<file path="src/rtl/mlp_pkg.sv">
// Shared types and helpers for the dense MLP layer: FSM state encoding,
// default geometry and group/latency arithmetic.
package mlp_pkg;

   typedef enum logic [2:0] {
      ST_IDLE   = 3'd0,
      ST_LOAD   = 3'd1,
      ST_MAC    = 3'd2,
      ST_ARGMAX = 3'd3,
      ST_DONE   = 3'd4
   } state_t;

   localparam int DEF_IN_DIM  = 64;
   localparam int DEF_OUT_DIM = 10;
   localparam int DEF_DATA_W  = 8;
   localparam int DEF_ACC_W   = 32;
   localparam int DEF_LANES   = 2;

   function automatic int num_groups(input int out_dim, input int lanes);
      return out_dim / lanes;
   endfunction

   // Cycles from the start-accepting edge to the done pulse.
   function automatic int run_latency(input int in_dim, input int out_dim, input int lanes);
      return num_groups(out_dim, lanes) * (in_dim + 1) + out_dim + 2;
   endfunction

endpackage

</file>
<file path="src/rtl/mlp_mac_lane.sv">
// One signed multiply-accumulate lane; sum_o is the accumulator plus the
// current product, which becomes the new accumulator when en_i is high.
module mlp_mac_lane
   import mlp_pkg::*;
#(
   parameter int DATA_W = DEF_DATA_W,
   parameter int ACC_W  = DEF_ACC_W
) (
   input  logic                     clk_i,
   input  logic                     rst_i,
   input  logic                     clr_i,
   input  logic                     en_i,
   input  logic signed [DATA_W-1:0] a_i,
   input  logic signed [DATA_W-1:0] b_i,
   output logic signed [ACC_W-1:0]  sum_o
);

   logic signed [2*DATA_W-1:0] a_ext_s;
   logic signed [2*DATA_W-1:0] b_ext_s;
   logic signed [2*DATA_W-1:0] prod_s;
   logic signed [ACC_W-1:0]    prod_ext_s;
   logic signed [ACC_W-1:0]    acc_q;
   logic signed [ACC_W-1:0]    acc_d;

   // Operands are widened first so the product keeps its full signed range.
   always_comb begin
      a_ext_s    = {{DATA_W{a_i[DATA_W-1]}}, a_i};
      b_ext_s    = {{DATA_W{b_i[DATA_W-1]}}, b_i};
      prod_s     = a_ext_s * b_ext_s;
      prod_ext_s = {{(ACC_W-2*DATA_W){prod_s[2*DATA_W-1]}}, prod_s};
      sum_o      = acc_q + prod_ext_s;
      if (clr_i) begin
         acc_d = '0;
      end else if (en_i) begin
         acc_d = sum_o;
      end else begin
         acc_d = acc_q;
      end
   end

   always_ff @(posedge clk_i or posedge rst_i) begin
      if (rst_i) begin
         acc_q <= '0;
      end else begin
         acc_q <= acc_d;
      end
   end

endmodule

</file>
<file path="src/rtl/mlp_dense_layer.sv">
// Sequential dense layer with LANES parallel MAC lanes and argmax readout.
// Define MLP_RELU_EN to clamp negative logits to zero before storage/argmax.
module mlp_dense_layer
   import mlp_pkg::*;
#(
   parameter int IN_DIM  = DEF_IN_DIM,
   parameter int OUT_DIM = DEF_OUT_DIM,
   parameter int DATA_W  = DEF_DATA_W,
   parameter int ACC_W   = DEF_ACC_W,
   parameter int LANES   = DEF_LANES
) (
   input  logic                                      clk,
   input  logic                                      rst,
   input  logic                                      start,
   input  logic [DATA_W*IN_DIM-1:0]                  bus_in,
   output logic [$clog2(IN_DIM*OUT_DIM/LANES)-1:0]   w_addr,
   input  logic [LANES*DATA_W-1:0]                   w_data,
   output logic                                      busy,
   output logic                                      done,
   output logic [OUT_DIM*ACC_W-1:0]                  logits,
   output logic [$clog2(OUT_DIM)-1:0]                class_idx,
   output logic [OUT_DIM-1:0]                        one_out
);

   localparam int GROUPS = num_groups(OUT_DIM, LANES);
   localparam int ADDR_W = $clog2(IN_DIM*OUT_DIM/LANES);
   localparam int FEAT_W = $clog2(IN_DIM+1);
   localparam int XI_W   = (IN_DIM > 1) ? $clog2(IN_DIM) : 1;
   localparam int GRP_W  = (GROUPS > 1) ? $clog2(GROUPS) : 1;
   localparam int IDX_W  = $clog2(OUT_DIM);

   localparam logic [FEAT_W-1:0]  FEAT_LAST = FEAT_W'(IN_DIM);
   localparam logic [FEAT_W-1:0]  FEAT_PEN  = FEAT_W'(IN_DIM-1);
   localparam logic [GRP_W-1:0]   GRP_LAST  = GRP_W'(GROUPS-1);
   localparam logic [IDX_W-1:0]   IDX_LAST  = IDX_W'(OUT_DIM-1);
   localparam logic [OUT_DIM-1:0] ONE_HOT0  = {{(OUT_DIM-1){1'b0}}, 1'b1};

   state_t                     state_q, state_d;
   logic signed [DATA_W-1:0]   x_q [IN_DIM];
   logic signed [ACC_W-1:0]    buf_q [OUT_DIM];
   logic [FEAT_W-1:0]          feat_q;
   logic [GRP_W-1:0]           grp_q;
   logic [IDX_W-1:0]           idx_q;
   logic [ADDR_W-1:0]          w_addr_q;
   logic signed [ACC_W-1:0]    best_q;
   logic [IDX_W-1:0]           best_idx_q;
   logic                       busy_q;
   logic                       done_q;
   logic [OUT_DIM*ACC_W-1:0]   logits_q;
   logic [IDX_W-1:0]           class_q;
   logic [OUT_DIM-1:0]         one_out_q;

   logic                       lane_clr_s;
   logic                       lane_en_s;
   logic [XI_W-1:0]            x_idx_s;
   logic signed [DATA_W-1:0]   x_cur_s;
   logic signed [DATA_W-1:0]   lane_w_s   [LANES];
   logic signed [ACC_W-1:0]    lane_sum_s [LANES];
   logic signed [ACC_W-1:0]    lane_val_s [LANES];

   assign w_addr    = w_addr_q;
   assign busy      = busy_q;
   assign done      = done_q;
   assign logits    = logits_q;
   assign class_idx = class_q;
   assign one_out   = one_out_q;

   // State register.
   always_ff @(posedge clk or posedge rst) begin
      if (rst) begin
         state_q <= ST_IDLE;
      end else begin
         state_q <= state_d;
      end
   end

   // Next-state logic.
   always_comb begin
      state_d = state_q;
      case (state_q)
         ST_IDLE: begin
            if (start) begin
               state_d = ST_LOAD;
            end else begin
               state_d = ST_IDLE;
            end
         end
         ST_LOAD: state_d = ST_MAC;
         ST_MAC: begin
            if ((feat_q == FEAT_LAST) && (grp_q == GRP_LAST)) begin
               state_d = ST_ARGMAX;
            end else begin
               state_d = ST_MAC;
            end
         end
         ST_ARGMAX: begin
            if (idx_q == IDX_LAST) begin
               state_d = ST_DONE;
            end else begin
               state_d = ST_ARGMAX;
            end
         end
         ST_DONE: state_d = ST_IDLE;
         default: state_d = ST_IDLE;
      endcase
   end

   // Feature 0 of a group only issues its address; data for feature j-1 arrives at feat_q == j.
   always_comb begin
      lane_clr_s = (state_q == ST_MAC) && (feat_q == '0);
      lane_en_s  = (state_q == ST_MAC) && (feat_q != '0);
      if (feat_q != '0) begin
         x_idx_s = XI_W'(feat_q - 1'b1);
      end else begin
         x_idx_s = '0;
      end
      x_cur_s = x_q[x_idx_s];
   end

   for (genvar k = 0; k < LANES; k++) begin : g_lane
      assign lane_w_s[k] = w_data[k*DATA_W +: DATA_W];

      mlp_mac_lane #(
         .DATA_W (DATA_W),
         .ACC_W  (ACC_W)
      ) u_lane (
         .clk_i  (clk),
         .rst_i  (rst),
         .clr_i  (lane_clr_s),
         .en_i   (lane_en_s),
         .a_i    (x_cur_s),
         .b_i    (lane_w_s[k]),
         .sum_o  (lane_sum_s[k])
      );
   end

   // Value written into the logit buffer at the end of each group.
   always_comb begin
      for (int k = 0; k < LANES; k++) begin
`ifdef MLP_RELU_EN
         if (lane_sum_s[k][ACC_W-1]) begin
            lane_val_s[k] = '0;
         end else begin
            lane_val_s[k] = lane_sum_s[k];
         end
`else
         lane_val_s[k] = lane_sum_s[k];
`endif
      end
   end

   // Datapath: input latch, counters/address, logit store, argmax scan, result commit.
   always_ff @(posedge clk or posedge rst) begin
      if (rst) begin
         for (int i = 0; i < IN_DIM; i++) begin
            x_q[i] <= '0;
         end
         for (int n = 0; n < OUT_DIM; n++) begin
            buf_q[n] <= '0;
         end
         feat_q     <= '0;
         grp_q      <= '0;
         idx_q      <= '0;
         w_addr_q   <= '0;
         best_q     <= '0;
         best_idx_q <= '0;
         busy_q     <= 1'b0;
         done_q     <= 1'b0;
         logits_q   <= '0;
         class_q    <= '0;
         one_out_q  <= ONE_HOT0;
      end else begin
         done_q <= 1'b0;
         busy_q <= (state_d != ST_IDLE);
         case (state_q)
            ST_IDLE: begin
               if (start) begin
                  for (int i = 0; i < IN_DIM; i++) begin
                     x_q[i] <= bus_in[i*DATA_W +: DATA_W];
                  end
               end
            end
            ST_LOAD: begin
               feat_q   <= '0;
               grp_q    <= '0;
               w_addr_q <= '0;
            end
            ST_MAC: begin
               if (feat_q == FEAT_LAST) begin
                  for (int n = 0; n < OUT_DIM; n++) begin
                     if (GRP_W'(n / LANES) == grp_q) begin
                        buf_q[n] <= lane_val_s[n % LANES];
                     end
                  end
                  feat_q <= '0;
                  idx_q  <= '0;
                  if (grp_q != GRP_LAST) begin
                     grp_q    <= grp_q + 1'b1;
                     w_addr_q <= w_addr_q + 1'b1;
                  end
               end else begin
                  feat_q <= feat_q + 1'b1;
                  // Hold the address during the trailing data-only cycle of a group.
                  if (feat_q != FEAT_PEN) begin
                     w_addr_q <= w_addr_q + 1'b1;
                  end
               end
            end
            ST_ARGMAX: begin
               if ((idx_q == '0) || (buf_q[idx_q] > best_q)) begin
                  best_q     <= buf_q[idx_q];
                  best_idx_q <= idx_q;
               end
               idx_q <= idx_q + 1'b1;
            end
            ST_DONE: begin
               for (int n = 0; n < OUT_DIM; n++) begin
                  logits_q[n*ACC_W +: ACC_W] <= buf_q[n];
               end
               class_q   <= best_idx_q;
               one_out_q <= ONE_HOT0 << best_idx_q;
               done_q    <= 1'b1;
            end
            default: begin
               done_q <= 1'b0;
            end
         endcase
      end
   end

endmodule

</file>
<file path="config.mk">
export PLATFORM = sky130hd
export DESIGN_NAME = mlp_dense_layer
export DESIGN_NICKNAME = d
export VERILOG_FILES = /design/src/rtl/mlp_pkg.sv /design/src/rtl/mlp_mac_lane.sv /design/src/rtl/mlp_dense_layer.sv
export SDC_FILE = /design/constraint.sdc
export NUM_CORES = 2
export LEC_CHECK = 0
export CAP_MARGIN = 15
export CORE_MARGIN = 5
export CORE_UTILIZATION = 30
export DETAILED_ROUTE_END_ITERATION = 16
export GPL_TIMING_DRIVEN = 0
export HOLD_SLACK_MARGIN = 0.05
export MAX_ROUTING_LAYER = met4
export PLACE_DENSITY = 0.45
export SYNTH_ARGS = -nofsm -noshare
export SYNTH_HDL_FRONTEND = slang
export SYNTH_SLANG_ARGS = --single-unit
</file>
<file path="constraint.sdc">
create_clock -name clk -period 78.8 [get_ports clk]
set_clock_uncertainty 0.05 [all_clocks]
set_input_delay 19.7 -clock clk [delete_from_list [all_inputs] [get_ports clk]]
set_output_delay 19.7 -clock clk [all_outputs]
set_load 0.05 [all_outputs]
</file>
* After elaboration in Yosys (flattened, before gate mapping)
Cells that the tools add are included.
** Storage, ports and cells
- Memory bits (writable) :: 0
- Bits of input ports :: 531
- Bits in registers :: 1294
- Latch bits :: 0
- Bits in read-only memories :: 0
- Memories kept :: 0
- Output and inout bits :: 345
- Word-level logic and storage cells :: 170
** Operators by class
- Bitwise operators :: 2
- Shift-type cells :: 1
- Muxes and demuxes :: 27
- Equal/unequal tests :: 17
- Order comparisons :: 3
- Reduce and logical (&&, ||, !) cells :: 23
- Add/sub/neg operators :: 7
- Divide/modulo/power cells :: 0
- Multipliers :: 2
** Operators by type and width (number)
- $mux 32 :: 6
- $bmux 32 s4 :: 1
- $add 32x16->32 :: 2
- $bmux 8 s6 :: 1
- $gt 32x32->1 :: 1
- $mul 8x8->16 :: 2
- $mux 9 :: 3
- $reduce_and 3->1 :: 7
- $pmux 9 s2 :: 1
- $mux 8 :: 2
- $pmux 7 s2 :: 1
- $pmux 3 s4 :: 1
- $shl 1x4->10 const A :: 1
- $add 9x1->9 const B :: 1
- $mux 3 :: 3
- $pmux 4 s2 :: 1
- $add 7x1->7 const B :: 1
- $eq 7x7->1 const B :: 1
- $ge 7x7->1 const B :: 1
- $logic_not 7->1 :: 1
- $mux 7 :: 1
- $ne 7x6->1 const B :: 1
- $not 6->7 :: 1
- $reduce_bool 7->1 :: 1
- 27 further kinds :: 40

* Longest topological paths before layout
- Depth after elaboration :: 10
- Gate-level depth with buffers :: 37
- Mapped depth without buffers :: 29

* Hierarchy
Synthesis repeated with hierarchy kept, for this count alone.
** Second synthesis, totals
- Cells, all modules :: 5945
- Area total of the unflattened synthesis :: 67627.4 um^2
** Modules (own cells, without submodules)
- mlp_dense_layer :: area an instance 54036.8 um^2, times used 1, sequential area each 30780.8 um^2, cells an instance 4628
- mlp_mac_lane at g_lane[0].u_lane :: area an instance 6884.1 um^2, times used 1, sequential area each 800.8 um^2, cells an instance 671
- mlp_mac_lane at g_lane[1].u_lane :: area an instance 6706.4 um^2, times used 1, sequential area each 800.8 um^2, cells an instance 646

* Worst setup path after synthesis
Ideal clock, no wire load.
- Path type :: input-to-reg
- From :: input port w_data[0]
- To :: register g_lane[0].u_lane.acc_q[29]
- Path buffers :: 1
- Required time :: 78640 ps
- Arrival :: 26500 ps
- Cell stages on the path :: 17
- Slack :: 52139 ps
- Library setup time :: 110 ps
- Cells stage by stage :: inv_1 nor2_1 fa_1 fa_1 fa_1 fa_1 ha_1 ha_1 clkbuf_1 a2111oi_1 a211oi_1 o41ai_1 a21oi_1 or4_1 and3_1 o31a_1 o41ai_1
** Between the ends
- Cells in the longest elaborated chain, start to end :: 4
** Ends and longest elaborated chain
- from (decl) :: RTL line mlp_dense_layer.sv:17 : input logic [LANES*DATA_W-1:0] w_data,
- $mul 8x8->16 :: RTL line mlp_mac_lane.sv:29 : prod_s = a_ext_s * b_ext_s;
- $add 32x16->32 :: RTL line mlp_mac_lane.sv:31 : sum_o = acc_q + prod_ext_s;
- $mux 32 :: RTL line mlp_mac_lane.sv:34 : end else if (en_i) begin
- $mux 32 :: RTL line mlp_mac_lane.sv:32 : if (clr_i) begin
- to (signal assigned) :: RTL line mlp_mac_lane.sv:43 : acc_q <= '0;
- to (signal assigned) :: RTL line mlp_mac_lane.sv:45 : acc_q <= acc_d;
- to (decl) :: RTL line mlp_mac_lane.sv:22 : logic signed [ACC_W-1:0] acc_q;
No other way between the ends. The select of a mux whose other input is x is not followed.
A chain may end at the register's enable or synchronous reset.

* Worst setup path in the final report
- From :: input port w_data[9]
- To :: register buf_q[31] in the netlist's numbering
** Between the ends
- Cells in the longest elaborated chain, start to end :: 2
** Ends and longest elaborated chain
- $mul 8x8->16 :: RTL line mlp_mac_lane.sv:29
- $add 32x16->32 :: RTL line mlp_mac_lane.sv:31
- to (signal, indexed assignment) :: RTL line mlp_dense_layer.sv:192 : buf_q[n] <= lane_val_s[n % LANES];
- to (decl) :: RTL line mlp_dense_layer.sv:40 : logic signed [ACC_W-1:0] buf_q [OUT_DIM];
No other way between the ends.

==> impl_metrics.yaml <==
timing:
  hold_viol: 0
  setup_viol_count_final: 0
  fin_crit_sh: 0.336
  totalNegativeSetupSlack_ns: 0
  slew_viol_final: 0
  tightestPinTransition_ns: 1.27
  rsz0062_at_grt: "no"
  maxSlewHeadroom: 0.146
  fmax_mhz: 37.7
  layout_min_cycle_time_ns: 26.49
  whs_ns: 0.423
synthesis:
  synth_ff_type: "dfrtp_1"
  ys_seq_elements: 1294
  synth_edf_count: 0
  synth_top_area_frac: 0.484
  syn_area_um2: 66900
  synthTopCellsByArea: "dfrtp_1, mux2_2, nand2_1"
  yosysSeqAreaShare: 0.484
  synth_common_cells: "nand2_1, dfrtp_1, mux2_2, o21ai_0"
  ys_warn_count: 0
  yosys.area.top_type: "dfrtp_1"
  avgSynthCellArea_um2: 11.1
  ys_types: 88
  async_reset_ff_frac: 1.00
  syn_inst: 6050
  synth_nets: 7036
  synthMostInstantiatedCell: "nand2_1"
finish:
  final_nets: 8120
  fin_util: 0.385
  drive_gt1_frac: 0.165
  num-fill-cells: 22100
  final-instance-count-excl-fill: 10300
  area_delta_synth_final_pct: 27.8
cts:
  cts.htree.levels: 4
  cts_hold_buf: 0
  cts_root_buf: "clkbuf_16"
  cts.path.max_buffers: 3
  cts_buffers: 155
  cts_tree: "done"
  cts_resized: 0
  clock-sinks: 1294
  post_cts_buffers: 0
  worstSkewPairLatency_ns: 0.83
  path_clk_slew_ns: 0.06
critical_path:
  crit_type: "in -> reg"
  endpoint_kind: "register"
  worstPathArrival_ns: 27.20
  cp-start-kind: "primary input"
  cp_max_fo: 24
  required_ns: 79.51
die:
  die_width_um: 482
  initial_core_util: 0.301
  coreArea_um2: 222000
  io_pins: 876
  row_count: 173
  die_area_um2: 232000
  die_y_um: 482
grt:
  grtUsageTotal: 0.269
  gr-usage-met3: 0.0573
  grt_pass1_vias: 53900
  grt_pass1_wl_um: 426000
  grt_use_met1: 0.357
  antenna_found_initial: 102
  grt_overflow: 0
  busiest_layer: "met2"
  met2_usage: 0.405
  grt_start_max_net_pins: 123
routing:
  drc: 0
  drt-initial-drc-count: 4841
  first_pass_iters: 6
  vias: 53000
  wire_per_inst_um: 30.0
  ant_nets: 0
  totalWireLength_um: 309000
  via_per_inst: 5.15
pwr:
  power.leakage_nw: 38.6
  internal-power_w: 0.00173
  p_switching_w: 0.00152
  ir_drop_v: 0.0000529
  p_clk_frac: 0.224
  seq_power_share: 0.244
  cellPowerDensity_nw_per_um2: 38.0
  p_comb_frac: 0.532
  power_switching_share: 0.469
place:
  numPortBuffers: 875
  dp_hpwl_um: 250000
  place_congestion: 0.942
  placed_cells: 9944
worst_hold_path:
  hp-class: "reg -> reg"
status:
  status: "finished clean"
run:
  max_cap_violations: 0
-- state kept, by name (all words and copies together) (netlist names), 7 cells and up --
register / count
w_addr: 9
feat_q: 7
x_q: 512
one_out: 10
g_lane.u_lane.acc_q: 64
best_q: 32
logits: 320
buf_q: 320
-- routing by layer --
layer,wire [um],vias to the layer above
met5,0,-
met4,11900,0
met1,135000,27700
met2,140000,1934
li1,-,23000
met3,22200,409
-- area by class of cell --
| cell class | count | area, um2 | share of cell area |
|---|---|---|---|
| multi-input cells | 4134 | 32100 | 0.375 |
| clock inverters | 36 | 568 | 0.00665 |
| flip-flops and latches | 1294 | 32400 | 0.379 |
| clock buffers | 236 | 4490 | 0.0526 |
| repair buffers | 927 | 9520 | 0.111 |
| diodes | 83 | 208 | 0.00243 |
| well taps | 2975 | 3720 | 0.0436 |
| inverters | 275 | 1040 | 0.0122 |
| plain buffers | 347 | 1470 | 0.0172 |
-- layout by cell type (no fill, tap or decap), types with 35 or more instances in the layout --
master,instances
nand2_1,1511
dfrtp_1,1293
clkdlybuf4s50_1,875
mux2_2,736
clkbuf_1,305
o21ai_0,279
fa_1,272
inv_1,271
ha_1,183
clkbuf_16,155
nor2_1,122
nand3_1,94
a21oi_1,89
diode_2,83
mux4_2,64
buf_2,47
o22ai_1,47
a22oi_1,44
a211oi_1,43
xnor2_1,42
mux2i_1,41
a31oi_1,37
a221oi_1,37
buf_4,35
-- cell families (layout without fill, tap and decap cells) --
group                    after synthesis  in the layout  share of synthesized area
AO/OA/AOI/OAI                        831            831                     0.0827
flip-flops                          1294           1294                      0.484
other                                  0             83                          0
XOR/XNOR                              67             67                    0.00877
multiplexers                         841            841                      0.152
adder cells (fa/ha/maj)              455            455                      0.116
AND/OR/NAND/NOR                     1940           1940                      0.120
buffers and inverters                622           1821                     0.0374
-- power by group through the flow --
stage               clock [W]  sequential, W  combinational (W)
finish               0.000728       0.000793            0.00173
floorplan                   0       0.000782           0.000899
detailed placement          0       0.000802            0.00166
CTS                  0.000739       0.000791            0.00167
global route         0.000765       0.000799            0.00186
global placement            0       0.000805            0.00158
-- metrics by stage --
| stage | instance area (um2) | power, W | setup slack, ns |
|---|---|---|---|
| floorplan | 66900 | 0.00168 | 22.58 |
| global placement | 79400 | 0.00238 | 4.61 |
| detailed placement | 80100 | 0.00246 | 51.28 |
| CTS | 85200 | 0.00320 | 52.16 |
| global route | 85400 | 0.00343 | 51.84 |
| finish | 85500 | 0.00325 | 52.31 |
-- path summary, 6_finish.rpt --
path | cells past startpoint | end | start | slack [ns]
hold reg to reg | 2 | logits[318]$_DFFE_PP0P_ | logits[318]$_DFFE_PP0P_ | 0.42
min in group asynchronous | 2 | w_addr[6]$_DFFE_PP0P_ | rst | 19.28
max in group asynchronous | 5 | g_lane[1].u_lane.acc_q[25]$_DFFE_PP0P_ | rst | 57.22
setup / recovery | 17 | buf_q[31]$_DFFE_PP0P_ | w_data[9] | 52.31
hold / removal | 2 | logits[318]$_DFFE_PP0P_ | logits[318]$_DFFE_PP0P_ | 0.42
setup reg to reg | 34 | buf_q[315]$_DFFE_PP0P_ | feat_q[0]$_DFFE_PP0P_ | 64.74
-- critical path: stages --
cell	delay [ns]
clkdlybuf4s50_1	0.68
inv_1	0.21
nor2_4	0.75
fa_1	0.58
fa_1	0.50
fa_1	0.57
fa_1	0.41
ha_1	0.29
ha_1	0.39
and3_1	0.23
o2111ai_1	0.11
o21ai_0	0.40
a31oi_1	0.31
o31ai_1	0.78
nor4_1	0.15
nor3_2	0.79
mux2_2	0.30
(Power assumes the default switching activity.)
